File: src/rtl/medidor_frec_multi.sv
// Purpose : multi-channel frequency meter; counts rising edges of N_CH async inputs over a 2^resol-cycle gate.
// Latency : valid pulses 2^resol clock cycles after the cycle in which start is sampled; results held until next window.
// Backpr. : none; valid is a 1-cycle pulse with no ready, and start is ignored while a window is in progress.
module medidor_frec_multi #(
  parameter int N_CH      = 4,
  parameter int CNT_WIDTH = 32
) (
  input  logic                          clock,
  input  logic                          resetn,
  input  logic                          enable,
  input  logic                          start,
  input  logic                          continuous,
  input  logic [4:0]                    resol,
  input  logic [N_CH-1:0]               clock_u,
  output logic                          busy,
  output logic                          valid,
  output logic                          lock,
  output logic [N_CH*CNT_WIDTH-1:0]     out,
  output logic [N_CH-1:0]               ovf
);

  typedef enum logic {IDLE, GATE} state_t;

  state_t               state;
  logic [4:0]           resol_q;
  logic [31:0]          timebase;
  logic [31:0]          last_tb;
  logic                 win_end;

  // s1/s2 form the synchroniser, s3 is the history bit for edge detection
  logic [N_CH-1:0]      s1;
  logic [N_CH-1:0]      s2;
  logic [N_CH-1:0]      s3;
  logic [N_CH-1:0]      rise;

  logic [CNT_WIDTH-1:0] cnt     [N_CH];
  logic [CNT_WIDTH-1:0] cnt_nxt [N_CH];
  logic [N_CH-1:0]      sat;
  logic [N_CH-1:0]      sat_nxt;

  assign rise    = s2 & ~s3;
  assign last_tb = (32'd1 << resol_q) - 32'd1;
  assign win_end = (state == GATE) && (timebase == last_tb);

  // Bring the measured signals into the clock domain and keep one cycle of history
  always_ff @(posedge clock or negedge resetn) begin
    if (!resetn) begin
      s1 <= '0;
      s2 <= '0;
      s3 <= '0;
    end else begin
      s1 <= clock_u;
      s2 <= s1;
      s3 <= s2;
    end
  end

  // Saturating increment per channel; an edge arriving at all-ones is lost and flagged
  always_comb begin
    for (int i = 0; i < N_CH; i++) begin
      cnt_nxt[i] = cnt[i];
      sat_nxt[i] = sat[i];
      if (rise[i]) begin
        if (&cnt[i]) begin
          sat_nxt[i] = 1'b1;
        end else begin
          cnt_nxt[i] = cnt[i] + CNT_WIDTH'(1);
        end
      end
    end
  end

  // Gate FSM: owns timebase, edge counters, result registers and status outputs
  always_ff @(posedge clock or negedge resetn) begin
    if (!resetn) begin
      state    <= IDLE;
      resol_q  <= '0;
      timebase <= '0;
      busy     <= 1'b0;
      valid    <= 1'b0;
      lock     <= 1'b0;
      out      <= '0;
      ovf      <= '0;
      sat      <= '0;
      for (int i = 0; i < N_CH; i++) begin
        cnt[i] <= '0;
      end
    end else begin
      valid <= 1'b0;
      if (!enable) begin
        // Abort has priority over everything, including a window that ends this cycle;
        // results already reported stay visible
        state    <= IDLE;
        busy     <= 1'b0;
        lock     <= 1'b0;
        timebase <= '0;
        sat      <= '0;
        for (int i = 0; i < N_CH; i++) begin
          cnt[i] <= '0;
        end
      end else begin
        case (state)
          IDLE: begin
            busy <= 1'b0;
            if (start) begin
              resol_q  <= resol;
              timebase <= '0;
              sat      <= '0;
              for (int i = 0; i < N_CH; i++) begin
                cnt[i] <= '0;
              end
              state <= GATE;
              busy  <= 1'b1;
            end
          end
          GATE: begin
            if (win_end) begin
              // The last gate cycle's edges go straight into the result so no edge is dropped
              for (int i = 0; i < N_CH; i++) begin
                out[i*CNT_WIDTH +: CNT_WIDTH] <= cnt_nxt[i];
                cnt[i] <= '0;
              end
              ovf      <= sat_nxt;
              sat      <= '0;
              valid    <= 1'b1;
              lock     <= 1'b1;
              timebase <= '0;
              if (continuous) begin
                // Back-to-back windows: next gate starts on the very next cycle
                resol_q <= resol;
              end else begin
                state <= IDLE;
                busy  <= 1'b0;
              end
            end else begin
              timebase <= timebase + 32'd1;
              sat      <= sat_nxt;
              for (int i = 0; i < N_CH; i++) begin
                cnt[i] <= cnt_nxt[i];
              end
            end
          end
          default: begin
            state <= IDLE;
            busy  <= 1'b0;
          end
        endcase
      end
    end
  end

endmodule
File: config.mk
export PLATFORM = sky130hd
export DESIGN_NAME = medidor_frec_multi
export DESIGN_NICKNAME = d
export VERILOG_FILES = /design/src/rtl/medidor_frec_multi.sv
export SDC_FILE = /design/constraint.sdc
export NUM_CORES = 1
export LEC_CHECK = 0
export CAP_MARGIN = 20
export CORE_UTILIZATION = 35
export CTS_BUF_LIST = sky130_fd_sc_hd__clkbuf_4 sky130_fd_sc_hd__clkbuf_8
export CTS_CLUSTER_SIZE = 8
export DETAILED_ROUTE_END_ITERATION = 7
export SKIP_LAST_GASP = 1
export SYNTH_ARGS = -nofsm -noshare
export SYNTH_HDL_FRONTEND = slang
export SYNTH_SLANG_ARGS = --single-unit
File: constraint.sdc
create_clock -name clock -period 5.9 [get_ports clock]
set_clock_uncertainty 0.15 [all_clocks]
set_input_delay 0.59 -clock clock [delete_from_list [all_inputs] [get_ports clock]]
set_output_delay 0.59 -clock clock [all_outputs]
set_load 0.005 [all_outputs]
Word-level counts from Yosys, hierarchy flattened

Cells that the tools add are included.

$add $sub $neg: 6
Equal/unequal tests: 9
Shifts and indexed selects: 1
Multiplexer cells: 47
Bitwise operators: 3
Reductions and logical operators: 9

Operators by type and width:

| cell                                                | count |
|---|---|
| 2-to-1 mux 128 bit                                  | 3 |
| 2-to-1 mux 32 bit                                   | 11 |
| one-hot mux 128 bit (2 select lines)                | 1 |
| adder 32 x 1 -> 32 bit (second input constant)      | 5 |
| AND reduction 32 bit                                | 4 |
| one-hot mux 32 bit (2 select lines)                 | 1 |
| == test 32 bit                                      | 1 |
| left shift 1 x 5 -> 32 bit (first input constant)   | 1 |
| subtractor 32 x 1 -> 32 bit (second input constant) | 1 |
| 2-to-1 mux 1 bit                                    | 21 |
| 2-to-1 mux 5 bit                                    | 3 |
| 2-to-1 mux 4 bit                                    | 3 |
| one-hot mux 5 bit (2 select lines)                  | 1 |
| one-hot mux 4 bit (2 select lines)                  | 1 |
| != test 2 x 1 -> 1 bit (second input constant)      | 3 |
| != test 3 bit (second input constant)               | 2 |
| AND 4 bit                                           | 1 |
| != test 2 bit (second input constant)               | 2 |
| inverter 4 bit                                      | 1 |
| one-hot mux 1 bit (2 select lines)                  | 2 |
| AND reduction 2 bit                                 | 2 |
| AND reduction 4 bit                                 | 1 |
| != test 3 x 2 -> 1 bit (second input constant)      | 1 |
| AND reduction 3 bit                                 | 1 |
| other kinds (2)                                     | 2 |

Register bits: 317
Input bits: 14
Output and inout port bits: 135
Logic and storage cells: 91

Depth between registers and ports, before layout

Depth after elaboration: 7
Mapped depth: 17
Gate-level depth less buffers: 11

Worst setup path after synthesis

OpenSTA, ideal clock, no wires.

Kind: reg2reg
From: register resol_q[4]
To: register cnt[62] (netlist name)
Setup time: 125 ps
Arrival: 3873 ps
Required time: 5625 ps
Slack: 1752 ps
Stages on the path, launching flop included: 17
Path buffers: 6
Clock period less this slack: 4148 ps
Path through: dfrtp_1 > buf_2 > buf_2 > clkbuf_1 > nand3b_1 > ha_1 > buf_2 > nand2_1 > a211oi_1 > or4_1 > or4_1 > or4_4 > o31ai_4 > buf_4 > buf_6 > o21ai_1 > mux2_2

Word-level cells in the longest chain between the ends: 7

Ends and longest elaborated chain:

| element                              | RTL line | RTL |
|---|---|---|
| start, declared                      | 25       | `logic [4:0] resol_q;` |
| start signal, assigned               | 106      | `resol_q <= resol;` |
| start signal, assigned               | 130      | `resol_q <= resol;` |
| left shift 1 x 5 -> 32 bit           | 42       | `assign last_tb = (32'd1 << resol_q) - 32'd1;` |
| subtractor 32 x 1 -> 32 bit          | 42       |  |
| == test 32 bit                       | 43       | `assign win_end = (state == GATE) && (timebase == last_tb);` |
| logical AND 1 bit                    | 43       |  |
| 2-to-1 mux 128 bit                   | 117      | `if (win_end) begin` |
| one-hot mux 128 bit (2 select lines) | 102      | `case (state)` |
| 2-to-1 mux 128 bit                   | 90       | `if (!enable) begin` |
| end signal, assigned by index        | 139      | `cnt[i] <= cnt_nxt[i];` |
| end, declared                        | 36       | `logic [CNT_WIDTH-1:0] cnt [N_CH];` |

No other way between the ends.
A chain may end at the register's enable or synchronous reset.

Final worst setup path

From: register resol_q[1]
To: register cnt[11] (netlist name)

The elaborated chain is that of the path after synthesis.

==> metrics.cfg <==
[drt]
drc_errors=0
wl_mm=46.4
post_drt_wl_per_cell_microns=17.2
drt_iter0_markers=1118
postRouteAntennaNets=0
routed-via-count=14600
drtPass1Iterations=5
viasPerCell=5.45

[placement]
io_buffer_count=148
gp_congestion=0.844
pre_cts_ws_ns=1.12
hpwl_mm=30.7
dpl.cell_count=2593

[yosys]
ys_ff_latch=317
async_flop_share=1.00
ys.flop_type=dfrtp_1
seq_area_frac_synth=0.466
post_synth.cell_area_avg_sq_um=8.81
synth_area_leaders=dfrtp_1 (47%), a21oi_1 (5.6%), nand3_1 (5.0%)
yosysUniqueCellTypes=74
synth_edf_count=0
synth_top_area_frac=0.466
netlist_instances=1933
syn-num-nets=1953
yosysWarnings=0
synth_area_sq_um=17000
synth_top_cell_by_area=dfrtp_1

[worst_setup_path]
cp_top_family=simple AND/OR/NAND/NOR gates
crit_path_end_kind=flip-flop
path_cells=nor3_4 > nand3b_1 > ha_1 > nand2_1 > a211oi_1 > or4_1 > or4_1 > or4_4 > o31a_2 > buf_12 > buf_4 > a21oi_1 > mux2i_1
rrSetupSlack_ns=1.11
crit_fanout=47
start_kind=flip-flop
rr_startpoint=resol_q[1]$_DFFE_PN0P_
r2r_cells=13
worst-endpoint-arrival_ns=5.16
cp_slowest_stage_delay_ns=0.59
cp_common_cell=or4_1
r2r_end=cnt[11]$_DFFE_PN0P_
worstSetupPathType=flip-flop to flip-flop
critPathSlowestCell=o31a_2
crit_buf_inv=2
worst_ep_required_time_ns=6.27

[worst_hold_path]
hold_class=flip-flop to flip-flop
holdPathStages=0
hold-path-endpoint=s2[3]$_DFF_PN0_
hold_start=s1[3]$_DFF_PN0_

[sta]
timing.fmax_mhz=209
finalCritPeriodShare=0.811
max_slew_margin=0.275
rsz0062_at_grt=no
worstMarginPinSlew_ns=1.09
slew_viol_final=0
hold_viol=0
setup_tns_ns=0
setup_viol=0
fin_crit_ns=4.79
setup_slack_ns=1.11

[die]
initial_core_util=0.356
die_h_microns=223
core-area_sq_um=47800
die_area_sq_um=49500
die_width_microns=223
std_cell_rows=80
io_pins=149

[power_and_ir_drop]
irDropWorstVdd_v=0.000134
p_per_area_nw_per_um2=239
power.leakage_nw=8.43

[clock_tree]
clock-sinks=317
cts.clk_slew.worst_paths_ns=0.06
cts-root-buf=clkbuf_8
htree_levels=2
clock_latency_ns=0.66
cts_max_path_buffers=3
numCtsBuffers=57
cts_tree=yes

[final_layout]
nets=2058
drive_gt1_frac=0.0719
layout_common_cells=dfrtp_1 (317), a21oi_1 (192), nor2_1 (185), nand3_1 (170), nand2_1 (158)
fin_cells=2689
area_growth_pct=18.0
final_common_cell=dfrtp_1

[global_route]
antenna_found_initial=0
track_usage=0.187
grt_max_degree=169
grt_pass1_vias=14200
grt_pass1_wl_mm=75.8
grt_overflow=0

[outcome]
status=completed

[job]
drv_cap=0

==> state kept, by name, indices dropped and copies added, names as in the netlist <==
register,flops
sat,4
ovf,4
timebase,32
state,1
s3,4
s1,4
s2,4
busy,1
valid,1
cnt,128
out,128
lock,1
resol_q,5
==> cell type report <==
type / count / area [sq um]
Fill cell: 4752 / 27800
Multi-Input combinational cell: 1431 / 8290
Sequential cell: 317 / 7930
Timing Repair Buffer: 173 / 1740
Clock buffer: 84 / 1060
Tap cell: 615 / 769
Inverter: 58 / 218
Clock inverter: 10 / 86.3
Antenna cell: 1 / 2.50
==> metrics by stage <==
step                hold slack [ns]  utilization  area (sq um)  total power [mW]
floorplan                     0.144            -         17000              2.56
global placement              0.188        0.396         18900              2.71
detailed placement            0.187        0.396         18900              2.72
CTS                           0.173        0.420         20100              4.88
global route                  0.184        0.420         20100              5.03
finish                        0.199        0.420         20100              4.81
==> where the power goes <==
| group | internal [mW] | total [mW] | leakage [nW] | switching [mW] |
|---|---|---|---|---|
| clock | 1.18 | 2.13 | 0.606 | 0.948 |
| sequential | 2.19 | 2.21 | 4.39 | 0.0144 |
| combinational | 0.151 | 0.475 | 3.44 | 0.324 |
==> kinds of logic (layout without fill, tap and decap cells) <==
family	count (synthesis)	in the layout	share of synthesized area
fa+ha+maj	6	6	0.00441
mux	20	20	0.0133
compound gates	435	435	0.151
buf+inv	185	325	0.0483
xor+xnor	118	118	0.0615
flops	317	317	0.466
other cells	0	1	0
simple gates	852	852	0.255
==> per-layer routing <==
metal,wire (microns),up-vias,global-route usage,part of all wire
met4,1090,0,0.0614,0.024
met5,0,-,0,0
li1,-,7089,-,-
met3,2060,74,0.0315,0.044
met2,21000,318,0.292,0.45
met1,22200,7163,0.262,0.48
==> worst register-to-register path: cells and delay by family (launching register included) <==
kind | cells | cell delay (ns)
AND/OR/NAND/NOR | 6 | 2.20
AO/OA/AOI/OAI | 3 | 0.85
buffers and inverters | 2 | 0.58
flip-flops | 1 | 0.40
adder cells (fa/ha/maj) | 1 | 0.39
multiplexers | 1 | 0.10
==> synthesized netlist by cell type, types with 35 or more instances <==
master    instances
o21ai_0          94
and3_1           40
nor2_1          185
dfrtp_1         317
clkbuf_1         53
nand4_1          35
or3_1            97
a21oi_1         192
nor3_1           45
nand3_1         171
a21o_1           43
buf_2            46
nand2_1         158
xnor2_1          55
inv_1            58
xor2_1           62
==> what timing repair did <==
action,in CTS,in global routing
buffers inserted,0,0
gates resized for setup,0,0
hold buffers,1,0
hold endpoints to repair,96,0
==> worst max path at each step <==
stage / start / end / slack [ns] / cells past startpoint
5_1_grt: resol_q[4]$_DFFE_PN0P_ / cnt[34]$_DFFE_PN0P_ / 0.81 / 13
3_3_place_gp: resol_q[1]$_DFFE_PN0P_ / cnt[11]$_DFFE_PN0P_ / 1.21 / 13
2_1_floorplan: resol_q[4]$_DFFE_PN0P_ / cnt[62]$_DFFE_PN0P_ / 1.75 / 16
4_1_cts: resol_q[1]$_DFFE_PN0P_ / cnt[2]$_DFFE_PN0P_ / 1.13 / 13
3_5_place_dp: resol_q[1]$_DFFE_PN0P_ / cnt[1]$_DFFE_PN0P_ / 1.12 / 12
6_report: resol_q[1]$_DFFE_PN0P_ / cnt[11]$_DFFE_PN0P_ / 1.11 / 13
Power figures use the tool's default switching activity.
